===== config.mk =====
export PLATFORM = sky130hd
export DESIGN_NAME = core_exe_md_s
export DESIGN_NICKNAME = d
export VERILOG_FILES = /design/src/rtl/core_defines.sv /design/src/rtl/core_alu.sv /design/src/rtl/core_md_unit.sv /design/src/rtl/core_exe_md_s.sv
export SDC_FILE = /design/constraint.sdc
export NUM_CORES = 1
export LEC_CHECK = 0
export ABC_AREA = 1
export CAP_MARGIN = 20
export CORE_ASPECT_RATIO = 1.4
export CORE_MARGIN = 1
export CORE_UTILIZATION = 30
export CTS_BUF_LIST = sky130_fd_sc_hd__clkbuf_16
export DETAILED_ROUTE_END_ITERATION = 10
export GPL_TIMING_DRIVEN = 0
export PLACE_DENSITY_LB_ADDON = 0.08
export SYNTH_ARGS = -nofsm -noshare
export SYNTH_HDL_FRONTEND = slang
export SYNTH_SLANG_ARGS = --single-unit

===== constraint.sdc =====
create_clock -name clk -period 3.5 [get_ports clk]
set_clock_uncertainty 0.2 [all_clocks]
set_input_delay 0.875 -clock clk [delete_from_list [all_inputs] [get_ports clk]]
set_output_delay 0.875 -clock clk [all_outputs]
set_load 0.01 [all_outputs]

===== src/rtl/core_defines.sv =====
// Shared encodings for the execute stage: mul/div opcodes, FSM states,
// ALU opcodes and the writeback-source mux constants.
package core_defines;

    typedef enum logic [2:0] {
        MD_MUL    = 3'd0,
        MD_MULH   = 3'd1,
        MD_MULHSU = 3'd2,
        MD_MULHU  = 3'd3,
        MD_DIV    = 3'd4,
        MD_DIVU   = 3'd5,
        MD_REM    = 3'd6,
        MD_REMU   = 3'd7
    } md_op_e;

    typedef enum logic [1:0] {
        MD_IDLE = 2'd0,
        MD_BUSY = 2'd1,
        MD_DONE = 2'd2
    } md_state_e;

    typedef enum logic [3:0] {
        ALU_ADD  = 4'd0,
        ALU_SUB  = 4'd1,
        ALU_SLL  = 4'd2,
        ALU_SLT  = 4'd3,
        ALU_SLTU = 4'd4,
        ALU_XOR  = 4'd5,
        ALU_SRL  = 4'd6,
        ALU_SRA  = 4'd7,
        ALU_OR   = 4'd8,
        ALU_AND  = 4'd9
    } alu_op_e;

    localparam logic WB_SX_ALU = 1'b0;
    localparam logic WB_SX_MD  = 1'b1;

    // Opcode bit 2 separates the divide family from the multiply family.
    function automatic logic md_is_div(input logic [2:0] op);
        return op[2];
    endfunction

endpackage


===== src/rtl/core_alu.sv =====
// Single-cycle integer ALU used by the execute stage for non-mul/div ops.
module core_alu
    import core_defines::*;
#(
    parameter int XLEN = 32
) (
    input  logic [3:0]      op_i,
    input  logic [XLEN-1:0] a_i,
    input  logic [XLEN-1:0] b_i,
    output logic [XLEN-1:0] result_o
);

    localparam int SH_W = $clog2(XLEN);

    logic [SH_W-1:0] shamt_s;

    assign shamt_s = b_i[SH_W-1:0];

    // Operation decode; unknown opcodes yield zero.
    always_comb begin
        result_o = '0;
        case (alu_op_e'(op_i))
            ALU_ADD:  result_o = a_i + b_i;
            ALU_SUB:  result_o = a_i - b_i;
            ALU_SLL:  result_o = a_i << shamt_s;
            ALU_SLT:  result_o = {{(XLEN-1){1'b0}}, ($signed(a_i) < $signed(b_i))};
            ALU_SLTU: result_o = {{(XLEN-1){1'b0}}, (a_i < b_i)};
            ALU_XOR:  result_o = a_i ^ b_i;
            ALU_SRL:  result_o = a_i >> shamt_s;
            ALU_SRA:  result_o = $unsigned($signed(a_i) >>> shamt_s);
            ALU_OR:   result_o = a_i | b_i;
            ALU_AND:  result_o = a_i & b_i;
            default:  result_o = '0;
        endcase
    end

endmodule


===== src/rtl/core_md_unit.sv =====
// Iterative mul/div engine: shift-add multiply and restoring divide on
// operand magnitudes, one bit per cycle, with sign fix-up on the result.
module core_md_unit
    import core_defines::*;
#(
    parameter int XLEN = 32
) (
    input  logic            clk,
    input  logic            rst_n,
    input  logic            start_i,
    input  logic            kill_i,
    input  logic            ack_i,
    input  logic [2:0]      op_i,
    input  logic [XLEN-1:0] a_i,
    input  logic [XLEN-1:0] b_i,
    output md_state_e       state_o,
    output logic [XLEN-1:0] result_o
);

    localparam int CNT_W = $clog2(XLEN);
    localparam logic [XLEN-1:0] ONE = {{(XLEN-1){1'b0}}, 1'b1};

    md_state_e        state_q, state_d;
    logic [XLEN-1:0]  hi_q, hi_d, lo_q, lo_d, opd_q, opd_d;
    logic [CNT_W-1:0] cnt_q, cnt_d;
    logic [2:0]       op_q, op_d;
    logic             neg_q, neg_d;

    logic             a_sgn_s, b_sgn_s, a_neg_s, b_neg_s, b_zero_s, neg_s;
    logic [XLEN-1:0]  a_mag_s, b_mag_s;
    logic [XLEN:0]    mul_sum_s, div_sh_s, div_diff_s;
    logic [2*XLEN-1:0] prod_neg_s;

    // Operand signedness, magnitudes and the result-negate flag at issue.
    always_comb begin
        a_sgn_s = 1'b0;
        b_sgn_s = 1'b0;
        case (md_op_e'(op_i))
            MD_MULH, MD_DIV, MD_REM: begin
                a_sgn_s = 1'b1;
                b_sgn_s = 1'b1;
            end
            MD_MULHSU: begin
                a_sgn_s = 1'b1;
                b_sgn_s = 1'b0;
            end
            default: begin
                a_sgn_s = 1'b0;
                b_sgn_s = 1'b0;
            end
        endcase
        a_neg_s  = a_sgn_s & a_i[XLEN-1];
        b_neg_s  = b_sgn_s & b_i[XLEN-1];
        a_mag_s  = a_neg_s ? (~a_i + ONE) : a_i;
        b_mag_s  = b_neg_s ? (~b_i + ONE) : b_i;
        b_zero_s = (b_i == '0);
        // Divide-by-zero keeps the raw all-ones quotient; remainder follows the dividend.
        case (md_op_e'(op_i))
            MD_DIV, MD_DIVU: neg_s = (a_neg_s ^ b_neg_s) & ~b_zero_s;
            MD_REM, MD_REMU: neg_s = a_neg_s;
            default:         neg_s = a_neg_s ^ b_neg_s;
        endcase
    end

    // Engine state register.
    always_ff @(posedge clk or negedge rst_n) begin
        if (!rst_n) begin
            state_q <= MD_IDLE;
            hi_q    <= '0;
            lo_q    <= '0;
            opd_q   <= '0;
            cnt_q   <= '0;
            op_q    <= 3'd0;
            neg_q   <= 1'b0;
        end else begin
            state_q <= state_d;
            hi_q    <= hi_d;
            lo_q    <= lo_d;
            opd_q   <= opd_d;
            cnt_q   <= cnt_d;
            op_q    <= op_d;
            neg_q   <= neg_d;
        end
    end

    // Next-state and per-iteration datapath.
    always_comb begin
        state_d    = state_q;
        hi_d       = hi_q;
        lo_d       = lo_q;
        opd_d      = opd_q;
        cnt_d      = cnt_q;
        op_d       = op_q;
        neg_d      = neg_q;
        mul_sum_s  = {1'b0, hi_q} + (lo_q[0] ? {1'b0, opd_q} : {(XLEN+1){1'b0}});
        div_sh_s   = {hi_q, lo_q[XLEN-1]};
        div_diff_s = div_sh_s - {1'b0, opd_q};
        if (kill_i) begin
            state_d = MD_IDLE;
        end else begin
            case (state_q)
                MD_IDLE: begin
                    if (start_i) begin
                        state_d = MD_BUSY;
                        op_d    = op_i;
                        neg_d   = neg_s;
                        cnt_d   = CNT_W'(XLEN - 1);
                        hi_d    = '0;
                        // Divide shifts the dividend out of lo; multiply consumes the multiplier from lo.
                        if (md_is_div(op_i)) begin
                            lo_d  = a_mag_s;
                            opd_d = b_mag_s;
                        end else begin
                            lo_d  = b_mag_s;
                            opd_d = a_mag_s;
                        end
                    end else begin
                        state_d = MD_IDLE;
                    end
                end
                MD_BUSY: begin
                    if (md_is_div(op_q)) begin
                        if (!div_diff_s[XLEN]) begin
                            hi_d = div_diff_s[XLEN-1:0];
                            lo_d = {lo_q[XLEN-2:0], 1'b1};
                        end else begin
                            hi_d = div_sh_s[XLEN-1:0];
                            lo_d = {lo_q[XLEN-2:0], 1'b0};
                        end
                    end else begin
                        hi_d = mul_sum_s[XLEN:1];
                        lo_d = {mul_sum_s[0], lo_q[XLEN-1:1]};
                    end
                    if (cnt_q == '0) begin
                        state_d = MD_DONE;
                    end else begin
                        cnt_d = cnt_q - CNT_W'(1);
                    end
                end
                MD_DONE: begin
                    if (ack_i) begin
                        state_d = MD_IDLE;
                    end else begin
                        state_d = MD_DONE;
                    end
                end
                default: state_d = MD_IDLE;
            endcase
        end
    end

    // Final result selection with sign fix-up.
    always_comb begin
        prod_neg_s = ~{hi_q, lo_q} + {{XLEN{1'b0}}, ONE};
        result_o   = '0;
        case (md_op_e'(op_q))
            MD_MUL:                        result_o = neg_q ? prod_neg_s[XLEN-1:0] : lo_q;
            MD_MULH, MD_MULHSU, MD_MULHU:  result_o = neg_q ? prod_neg_s[2*XLEN-1:XLEN] : hi_q;
            MD_DIV, MD_DIVU:               result_o = neg_q ? (~lo_q + ONE) : lo_q;
            MD_REM, MD_REMU:               result_o = neg_q ? (~hi_q + ONE) : hi_q;
            default:                       result_o = '0;
        endcase
    end

    assign state_o = state_q;

endmodule


===== src/rtl/core_exe_md_s.sv =====
// Execute stage: bypass operand select, single-cycle ALU, iterative mul/div
// with upstream stall, and a registered writeback bundle.
module core_exe_md_s
    import core_defines::*;
#(
    parameter int XLEN    = 32,
    parameter int NUM_FWD = 2,
    parameter int RA_W    = 5
) (
    input  logic                             clk,
    input  logic                             rst_n,
    input  logic                             exe_enb,
    input  logic                             exe_kill,
    input  logic                             exe_val_inst_in,
    input  logic                             exe_we_reg_file_in,
    input  logic [RA_W-1:0]                  exe_rd_in,
    input  logic [3:0]                       exe_alu_op_in,
    input  logic                             exe_md_val_in,
    input  logic [2:0]                       exe_md_op_in,
    input  logic [XLEN-1:0]                  exe_src1_in,
    input  logic [XLEN-1:0]                  exe_src2_in,
    input  logic [$clog2(NUM_FWD+1)-1:0]     exe_fwd_sel1_in,
    input  logic [$clog2(NUM_FWD+1)-1:0]     exe_fwd_sel2_in,
    input  logic [NUM_FWD*XLEN-1:0]          exe_fwd_data_in,
    output logic [XLEN-1:0]                  exe_result_out_reg,
    output logic [RA_W-1:0]                  exe_rd_out_reg,
    output logic                             exe_we_reg_file_out_reg,
    output logic                             exe_val_inst_out_reg,
    output logic                             exe2haz_stall_out
);

    localparam int SEL_W = $clog2(NUM_FWD + 1);

    // Select k picks bypass slot k-1; zero or out-of-range keeps the register-file value.
    function automatic logic [XLEN-1:0] pick_operand(
        input logic [SEL_W-1:0]        sel,
        input logic [XLEN-1:0]         rf,
        input logic [NUM_FWD*XLEN-1:0] fwd
    );
        logic [XLEN-1:0] v;
        v = rf;
        for (int k = 0; k < NUM_FWD; k++) begin
            if (sel == SEL_W'(k + 1)) begin
                v = fwd[k*XLEN +: XLEN];
            end
        end
        return v;
    endfunction

    logic [XLEN-1:0] op1_s, op2_s, alu_res_s, md_res_s;
    md_state_e       md_state_s;
    logic            md_req_s, md_start_s, stall_s, wb_sel_s;
    logic            run_q;
    logic [XLEN-1:0] result_q, result_d;
    logic [RA_W-1:0] rd_q, rd_d;
    logic            we_q, we_d, val_q, val_d;

    assign op1_s = pick_operand(exe_fwd_sel1_in, exe_src1_in, exe_fwd_data_in);
    assign op2_s = pick_operand(exe_fwd_sel2_in, exe_src2_in, exe_fwd_data_in);

    // run_q is cleared asynchronously so stall reads 0 while reset is applied.
    assign md_req_s   = run_q & exe_md_val_in & exe_val_inst_in;
    assign md_start_s = md_req_s & ~exe_kill;
    assign stall_s    = md_req_s & (md_state_s != MD_DONE);
    assign wb_sel_s   = (md_req_s && (md_state_s == MD_DONE)) ? WB_SX_MD : WB_SX_ALU;

    core_alu #(
        .XLEN(XLEN)
    ) u_alu (
        .op_i    (exe_alu_op_in),
        .a_i     (op1_s),
        .b_i     (op2_s),
        .result_o(alu_res_s)
    );

    core_md_unit #(
        .XLEN(XLEN)
    ) u_md (
        .clk     (clk),
        .rst_n   (rst_n),
        .start_i (md_start_s),
        .kill_i  (exe_kill),
        .ack_i   (exe_enb),
        .op_i    (exe_md_op_in),
        .a_i     (op1_s),
        .b_i     (op2_s),
        .state_o (md_state_s),
        .result_o(md_res_s)
    );

    // Writeback bundle next-state: kill beats advance, stall inserts a bubble.
    always_comb begin
        result_d = result_q;
        rd_d     = rd_q;
        we_d     = we_q;
        val_d    = val_q;
        if (exe_kill) begin
            we_d  = 1'b0;
            val_d = 1'b0;
        end else if (exe_enb) begin
            if (stall_s) begin
                we_d  = 1'b0;
                val_d = 1'b0;
            end else begin
                result_d = (wb_sel_s == WB_SX_MD) ? md_res_s : alu_res_s;
                rd_d     = exe_rd_in;
                we_d     = exe_we_reg_file_in & exe_val_inst_in;
                val_d    = exe_val_inst_in;
            end
        end else begin
            result_d = result_q;
            rd_d     = rd_q;
        end
    end

    // Writeback bundle register.
    always_ff @(posedge clk or negedge rst_n) begin
        if (!rst_n) begin
            result_q <= '0;
            rd_q     <= '0;
            we_q     <= 1'b0;
            val_q    <= 1'b0;
            run_q    <= 1'b0;
        end else begin
            result_q <= result_d;
            rd_q     <= rd_d;
            we_q     <= we_d;
            val_q    <= val_d;
            run_q    <= 1'b1;
        end
    end

    assign exe_result_out_reg      = result_q;
    assign exe_rd_out_reg          = rd_q;
    assign exe_we_reg_file_out_reg = we_q;
    assign exe_val_inst_out_reg    = val_q;
    assign exe2haz_stall_out       = stall_s;

endmodule


==> results.md, run 1 <==
* Cells on worst reg2reg path at 11
* Setup Crit Path Kind: input pin to register
* Post-route DRC at 0
* Pre-CTS WS at -2.692 ns
* Seq/Total Area, Yosys at 0.1335
* Core area at between 90000 and 100000 sq um
* I/O Buffers at 189
* Io pins at 191
* Hold Crit Class: input pin to async pin
* Ys async rst share at 1.000
* Synth warn at 0
* Final GP Congestion at 1.100
* Clock tree buffer depth at 2
* Final core occ at 0.4313
* Synthesized Nets at 5378
* Critical R2R Launch: u_md.hi_q[20]$_DFFE_PN0P_
* Iteration count of the initial detailed-routing pass at 8
* Worst Path Arrival at roughly 4 ns
* Worst Tran Pin Value at about 1.1 ns
* Largest net degree at the start of global routing at 90
* Die Ht at 360.6 microns
* Initial antenna violation count at 26
* Vias in the first global route at 38570
* Die width at between 200 and 300 microns
* WL final at about 220000 microns
* CP startpoint kind: input pin
* Syn Std Cell Area at 27550 sq um
* Largest fanout on the critical path at 7
* Register bit total from synthesis at ~150
* Fin cells at 6837
* Synth Flop Type: dfrtp_1
* DP Cell Count at 6476
* Global-route wire length before repair at 296600 microns
* Starting Density at 0.3028
* Worst Setup End Kind: register
* Post-route clock period utilization at 1.070
* All-Layer GR Usage at 0.4567
* Row Count at 131
* Reg2reg end: exe_result_out_reg[31]$_DFFE_PN0P_
* Fin nets at 5901
* Worst hold slack at 0.1187 ns
* Reg2Reg Setup Slack at -0.05 ns
* Netlist cell types at 62
* WP data required at 3.66 ns
* FMAX at 267.1 MHz
* Clk sink count at approximately 150
* Worst rel slew slack at 0.2570
* CTS Root Cell: clkbuf_16
* Layout cells sized above 1 at 0.2387
* Vias per cell at 5.791
* Congestion Overflow GR at 0
* Latest clock arrival within the worst-skew pair at 0.48 ns
* Fin crit period at 3.744 ns
* Area Growth Syn to Fin at 42.41%
* Post-synth EDFFs at 0
* CTS H-tree lvls at 4
* Dpl hpwl at about 170000 microns
* Wire per inst at 31.68 microns
* Iter 0 DRT Violations at roughly 3800
* MaxCap Viol Count at 0
* Post-synthesis area per instance at 5.417 sq um
* Slew Limit Fails at 0
* Failing checks: negative setup slack
* Final setup margin at -0.2436 ns
* Maximum vdd drop at 0.3914 mV
* Status: finished with violations
* CTS tree: built
* Die area at 93060 sq um
* CTS clock-pin slew for the worst setup and hold paths at approximately 0.070 ns
* Detailed-route via count at approximately 40000
* Leakage at roughly 18 nW
* Routed Antenna Nets at 0
* # setup viols final at 25
* Final Hold Viols at 0
* CTS Buf Count at 17
* RSZ-0062 raised after global routing: yes
* Cells after Synth at 5086
* PD cells at 661.8 nW/um^2
## through the flow
step | total power [mW] | setup TNS (ns) | area, sq um
after floorplan | 13.27 | -0.005816 | 27840
after global placement | 20.51 | -980.74 | 31230
after detailed placement | 20.45 | -180.76 | 31290
after CTS | 24.05 | -0.7737 | 36500
after global routing | 27.19 | -4.319 | 39220
final | 25.96 | -2.516 | 39230
## report_power, final
part / internal [mW] / total (mW) / switching, mW
sequential: 2.33 / 3.69 / 1.36
combinational: 6.39 / 20.3 / 13.9
clock: 1.02 / 1.97 / 0.953
## cells by family (layout without fill, tap and decap cells)
family	Yosys count	after routing	synth area share
XOR/XNOR	113	113	0.03593
buffers and inverters	845	1381	0.1208
multiplexers	2	2	0.0007267
other	1	19	0.0001361
AO/OA/AOI/OAI	943	943	0.1970
adder cells (fa/ha/maj)	141	141	0.06486
flip-flops	147	147	0.1335
AND/OR/NAND/NOR	2894	2894	0.4470
## Yosys cell counts, drive strengths merged (67+ instances only)
cell type | number | area, sq um
buf | 96 | 513.0
a21oi | 356 | 1804
nand2 | 1616 | 6203
clkbuf | 108 | 405.4
xor2 | 103 | 902.1
nor3 | 67 | 355.3
dfrtp | 147 | 3679
o21ai | 337 | 1698
nor2 | 507 | 2023
o211ai | 77 | 578.1
nand3 | 588 | 2973
inv | 636 | 2390
ha | 138 | 1727
## repair_timing
action	4_1_cts	5_1_grt
gates cloned	5	0
setup endpoints to repair	134	101
resized for setup	806	547
hold buffers	0	0
setup buffers	208	103
pin swaps	176	209
## how the worst max path moves through the flow
stage | endpoint | cells after the start | slack (ns) | start
2_1_floorplan | exe_result_out_reg[0]$_DFFE_PN0P_ | 22 | -0.006 | exe_fwd_sel2_in[0]
3_3_place_gp | u_md.cnt_q[2]$_DFFE_PN0P_ | 1 | -5.49 | rst_n
3_5_place_dp | exe_result_out_reg[28]$_DFFE_PN0P_ | 21 | -2.69 | exe_fwd_sel2_in[1]
4_1_cts | exe_result_out_reg[28]$_DFFE_PN0P_ | 21 | -0.13 | exe_fwd_sel2_in[1]
5_1_grt | exe_result_out_reg[29]$_DFFE_PN0P_ | 24 | -0.32 | exe_fwd_sel2_in[0]
6_report | exe_result_out_reg[28]$_DFFE_PN0P_ | 22 | -0.24 | exe_fwd_sel2_in[1]
## worst max-delay path: stages
cell and delay (ns):
buf_12 0.12, clkinv_8 0.06, nand2_8 0.06, buf_8 0.13, buf_8 0.12, or2_1 0.20, o211ai_1 0.17, o21ai_4 0.17
inv_2 0.11, ha_4 0.21, clkinvlp_4 0.16, buf_12 0.17, a221oi_4 0.38, o211ai_1 0.14, inv_1 0.10, nand3_2 0.10
nor2_4 0.23, nand2_2 0.11, inv_4 0.09, nand2_2 0.06, nand2_2 0.07, a21oi_2 0.05
## metal layers
metal | track usage | vias to the layer above | routed length (microns)
met2 | 0.7601 | 2046 | 101200
met3 | 0.1109 | 1004 | 15290
li1 | - | 17820 | -
met5 | 0 | - | 112
met1 | 0.4363 | 18710 | 70170
met4 | 0.5162 | 16 | 29840
## final cells by class
type / instances / area (sq um)
fill: 10240 / 51740
multi-input combinational: 4094 / 24560
timing repair buffer: 509 / 4818
sequential: 147 / 3694
inverter: 641 / 2611
tap: 1197 / 1498
buffer: 199 / 1419
clock buffer: 17 / 425.4
clock inverter: 15 / 162.7
antenna: 18 / 45.04
## cell usage in the layout (no fill, tap or decap), types with 77 or more instances in the layout
cell and n:
a21oi_1 279, buf_4 284, clkdlybuf4s50_1 160, dfrtp_1 135, ha_1 85, inv_1 521
nand2_1 1390, nand2_2 147, nand3_1 482, nand3_2 82, nor2_1 379, o211ai_1 77
o21ai_0 235, xor2_1 93
Power figures use the tool's default switching activity.
==> run 2, diff against run 1 <==
clock period = 4.35 ns   (was 3.5 ns; I/O delays follow)
==> run 2 against run 1 <==
Effect of this change: the run still ends with negative setup slack left; register-to-register slack gained 0.06 ns; sequential share of layout area grew 1.7 points; cell area shrank 16%; total power shrank 28%; cell count shrank 4.1%; critical path depth shrank 1; routed wire length shrank 9.3%; flip-flop and latch count is the same; count of clock-buffer cells in the layout is the same; utilization shrank 6.9 points; non-clock buffer count shrank 276; global-route usage shrank 4.1 points; largest power group unchanged.
==> results.md, run 2 (synthesized netlist as in run 1, its figures left out) <==
* Die width at 258.1 microns (unchanged)
* Status: finished with violations (unchanged)
* WP data required at 4.53 ns (was 3.66 ns)
* Worst Path Arrival at 4.56 ns (was 3.91 ns)
* Global-route wire length before repair at 273000 microns (was 296600 microns)
* Worst Setup End Kind: register (unchanged)
* Clock tree buffer depth at 2 (unchanged)
* CTS clock-pin slew for the worst setup and hold paths at 0.07 ns (about the same)
* MaxCap Viol Count at 0 (unchanged)
* Final GP Congestion at 1.098 (was 1.100)
* CTS Root Cell: clkbuf_16 (unchanged)
* CTS tree: built (unchanged)
* Fin crit period at 4.379 ns
* Commonest non-fill, non-tap cell in the layout: nand2_1 (unchanged)
* Dpl hpwl at 163000 microns (was 170000 microns)
* Area Growth Syn to Fin at 19.67% (was 42.41%)
* Iteration count of the initial detailed-routing pass at 6 (was 8)
* Post-route clock period utilization at 1.007
* Congestion Overflow GR at 0 (unchanged)
* Routed Antenna Nets at 0 (unchanged)
* Most frequent cells in the layout: 1550 x nand2_1, 594 x inv_1, 577 x nand3_1 (was 1390 x nand2_1, 521 x inv_1, 482 x nand3_1)
* Maximum vdd drop at 0.3428 mV (was 0.3914 mV)
* Iter 0 DRT Violations at 3514 (was 3806)
* Core area at 90970 sq um (unchanged)
* I/O Buffers at 189 (unchanged)
* Vias in the first global route at 36730 (was 38570)
* FMAX at 228.3 MHz
* TNS Setup at -0.05258 ns (was -2.516 ns)
* Die area at 93060 sq um (unchanged)
* Largest fanout on the critical path at 10 (was 7)
* All-Layer GR Usage at 0.4155 (was 0.4567)
* Largest net degree at the start of global routing at 100 (was 90)
* Die Ht at 360.6 microns (unchanged)
* Post-Layout Inst Area at 32970 sq um (was 39230 sq um)
* # setup viols final at 2 (was 25)
* CP dominant cell by count: nand2_1 (was nand2_2)
* Setup Crit Path Kind: input pin to register (unchanged)
* Latest clock arrival within the worst-skew pair at 0.50 ns (was 0.48 ns)
* Worst path cell trace: clkbuf_4 > inv_2 > nand2_8 > nand2_4 > inv_4 > buf_6 > nand2_1 > nand3_2 > ha_2 > nand2_1 > o21ai_0 > a211oi_2 > o21ai_0 > nor2_1 > nand2_1 > nor2_2 > nand2_1 > inv_1 > nand2_1 > nand2_1 > a21oi_1 (was buf_12 > clkinv_8 > nand2_8 > buf_8 > buf_8 > or2_1 > o211ai_1 > o21ai_4 > inv_2 > ha_4 > clkinvlp_4 > buf_12 > a221oi_4 > o211ai_1 > inv_1 > nand3_2 > nor2_4 > nand2_2 > inv_4 > nand2_2 > nand2_2 > a21oi_2)
* Crit-path max cell delay at 0.43 ns (was 0.38 ns)
* Initial antenna violation count at 14 (was 26)
* CP startpoint kind: input pin (unchanged)
* Worst hold slack at 0.2798 ns (was 0.1187 ns)
* Io pins at 191 (unchanged)
* RSZ-0062 raised after global routing: no (was yes)
* Slew Limit Fails at 0 (unchanged)
* CTS H-tree lvls at 4 (unchanged)
* Hold Crit Class: register to register (was input pin to async pin)
* Row Count at 131 (unchanged)
* WL final at 196500 microns (was 216600 microns)
* Final setup margin at -0.02936 ns (was -0.2436 ns)
* PD cells at 567.7 nW/um^2 (was 661.8 nW/um^2)
* Fin nets at 5625 (was 5901)
* Leakage at 16.06 nW (was 18.49 nW)
* CP max-delay cell: a211oi_2 (was a221oi_4)
* Starting Density at 0.3028 (unchanged)
* Vias per cell at 5.705 (was 5.791)
* Layout cells sized above 1 at 0.08249 (was 0.2387)
* Clk sink count at 147 (unchanged)
* Pre-CTS WS at -2.462 ns (was -2.692 ns)
* Failing checks: negative setup slack (unchanged)
* Post-route DRC at 0 (unchanged)
* Detailed-route via count at 37390 (was 39590)
* Wire per inst at 29.99 microns (was 31.68 microns)
* Final Hold Viols at 0 (unchanged)
* Worst Tran Pin Value at 1.226 ns (was 1.106 ns)
* Placed inst area at 30980 sq um (was 31290 sq um)
* Worst rel slew slack at 0.1725 (was 0.2570)
* CTS Buf Count at 17 (unchanged)
## run 2: cell count changes in the layout (fill, tap and decap cells not counted), sizes merged, moves of 3 or more
cell,delta
buf,-277
clkinvlp,-9
clkdlybuf4s50,+24
inv,+13
dlygate4sd2,-19
clkinv,-3
dlymetal6s2s,-4
diode,-7
## run 2: stage by stage
stage               power, mW  std cells    util
floorplan               10.61       5086       -
finish                  18.71       6554  0.3624
global placement        16.33       6472  0.3401
detailed placement      16.30       6474  0.3405
CTS                     18.11       6521  0.3559
global route            19.83       6551  0.3623
## run 2: final timing paths
path,from,endpoint,slack (ns),depth (start not counted)
worst max-delay path,exe_fwd_sel1_in[1],exe_result_out_reg[29]$_DFFE_PN0P_,-0.03,21
worst min-delay path,exe_rd_out_reg[0]$_DFFE_PN0P_,exe_rd_out_reg[0]$_DFFE_PN0P_,0.28,2
worst max register to register,u_md.neg_q$_DFFE_PN0P_,exe_result_out_reg[8]$_DFFE_PN0P_,0.01,8
worst min register to register,exe_rd_out_reg[0]$_DFFE_PN0P_,exe_rd_out_reg[0]$_DFFE_PN0P_,0.28,2
max in group asynchronous,rst_n,exe_result_out_reg[9]$_DFFE_PN0P_,2.64,2
min in group asynchronous,rst_n,u_md.hi_q[18]$_DFFE_PN0P_,0.29,1
## run 2: where the power goes
part	switching, mW	internal [mW]	leakage [nW]
logic	10.2	4.10	14.0
registers	1.07	1.86	1.77
clock network	0.772	0.741	0.258
total	12.0	6.70	16.1
## run 2: timing repair
item,4_1_cts,5_1_grt
hold buffers,0,0
gates resized for setup,204,109
pin swaps,14,15
endpoints found under the setup margin,91,61
buffers inserted,23,23
## run 2: final cells by class
class	instances	area (sq um)
antenna	11	27.53
buffer	194	1013
clock buffer	17	425.4
clock inverter	15	121.4
fill	10630	58000
inverter	641	2459
multi-input combinational	4094	21420
sequential	147	3679
tap	1197	1498
timing repair buffer	238	2322
## run 2: worst max-delay path, delay by kind of cell
family / cells / cell delay, ns
AO/OA/AOI/OAI: 4 / 0.77
buffers and inverters: 5 / 0.72
AND/OR/NAND/NOR: 11 / 1.56
adder cells (fa/ha/maj): 1 / 0.41
## run 2: metal layers
metal	track usage	part of all wire	vias up
met2	0.6953	0.47	1890
li1	-	-	17240
met4	0.4708	0.13	2
met1	0.4117	0.33	17440
met3	0.07094	0.063	824
met5	0	0.000056	-
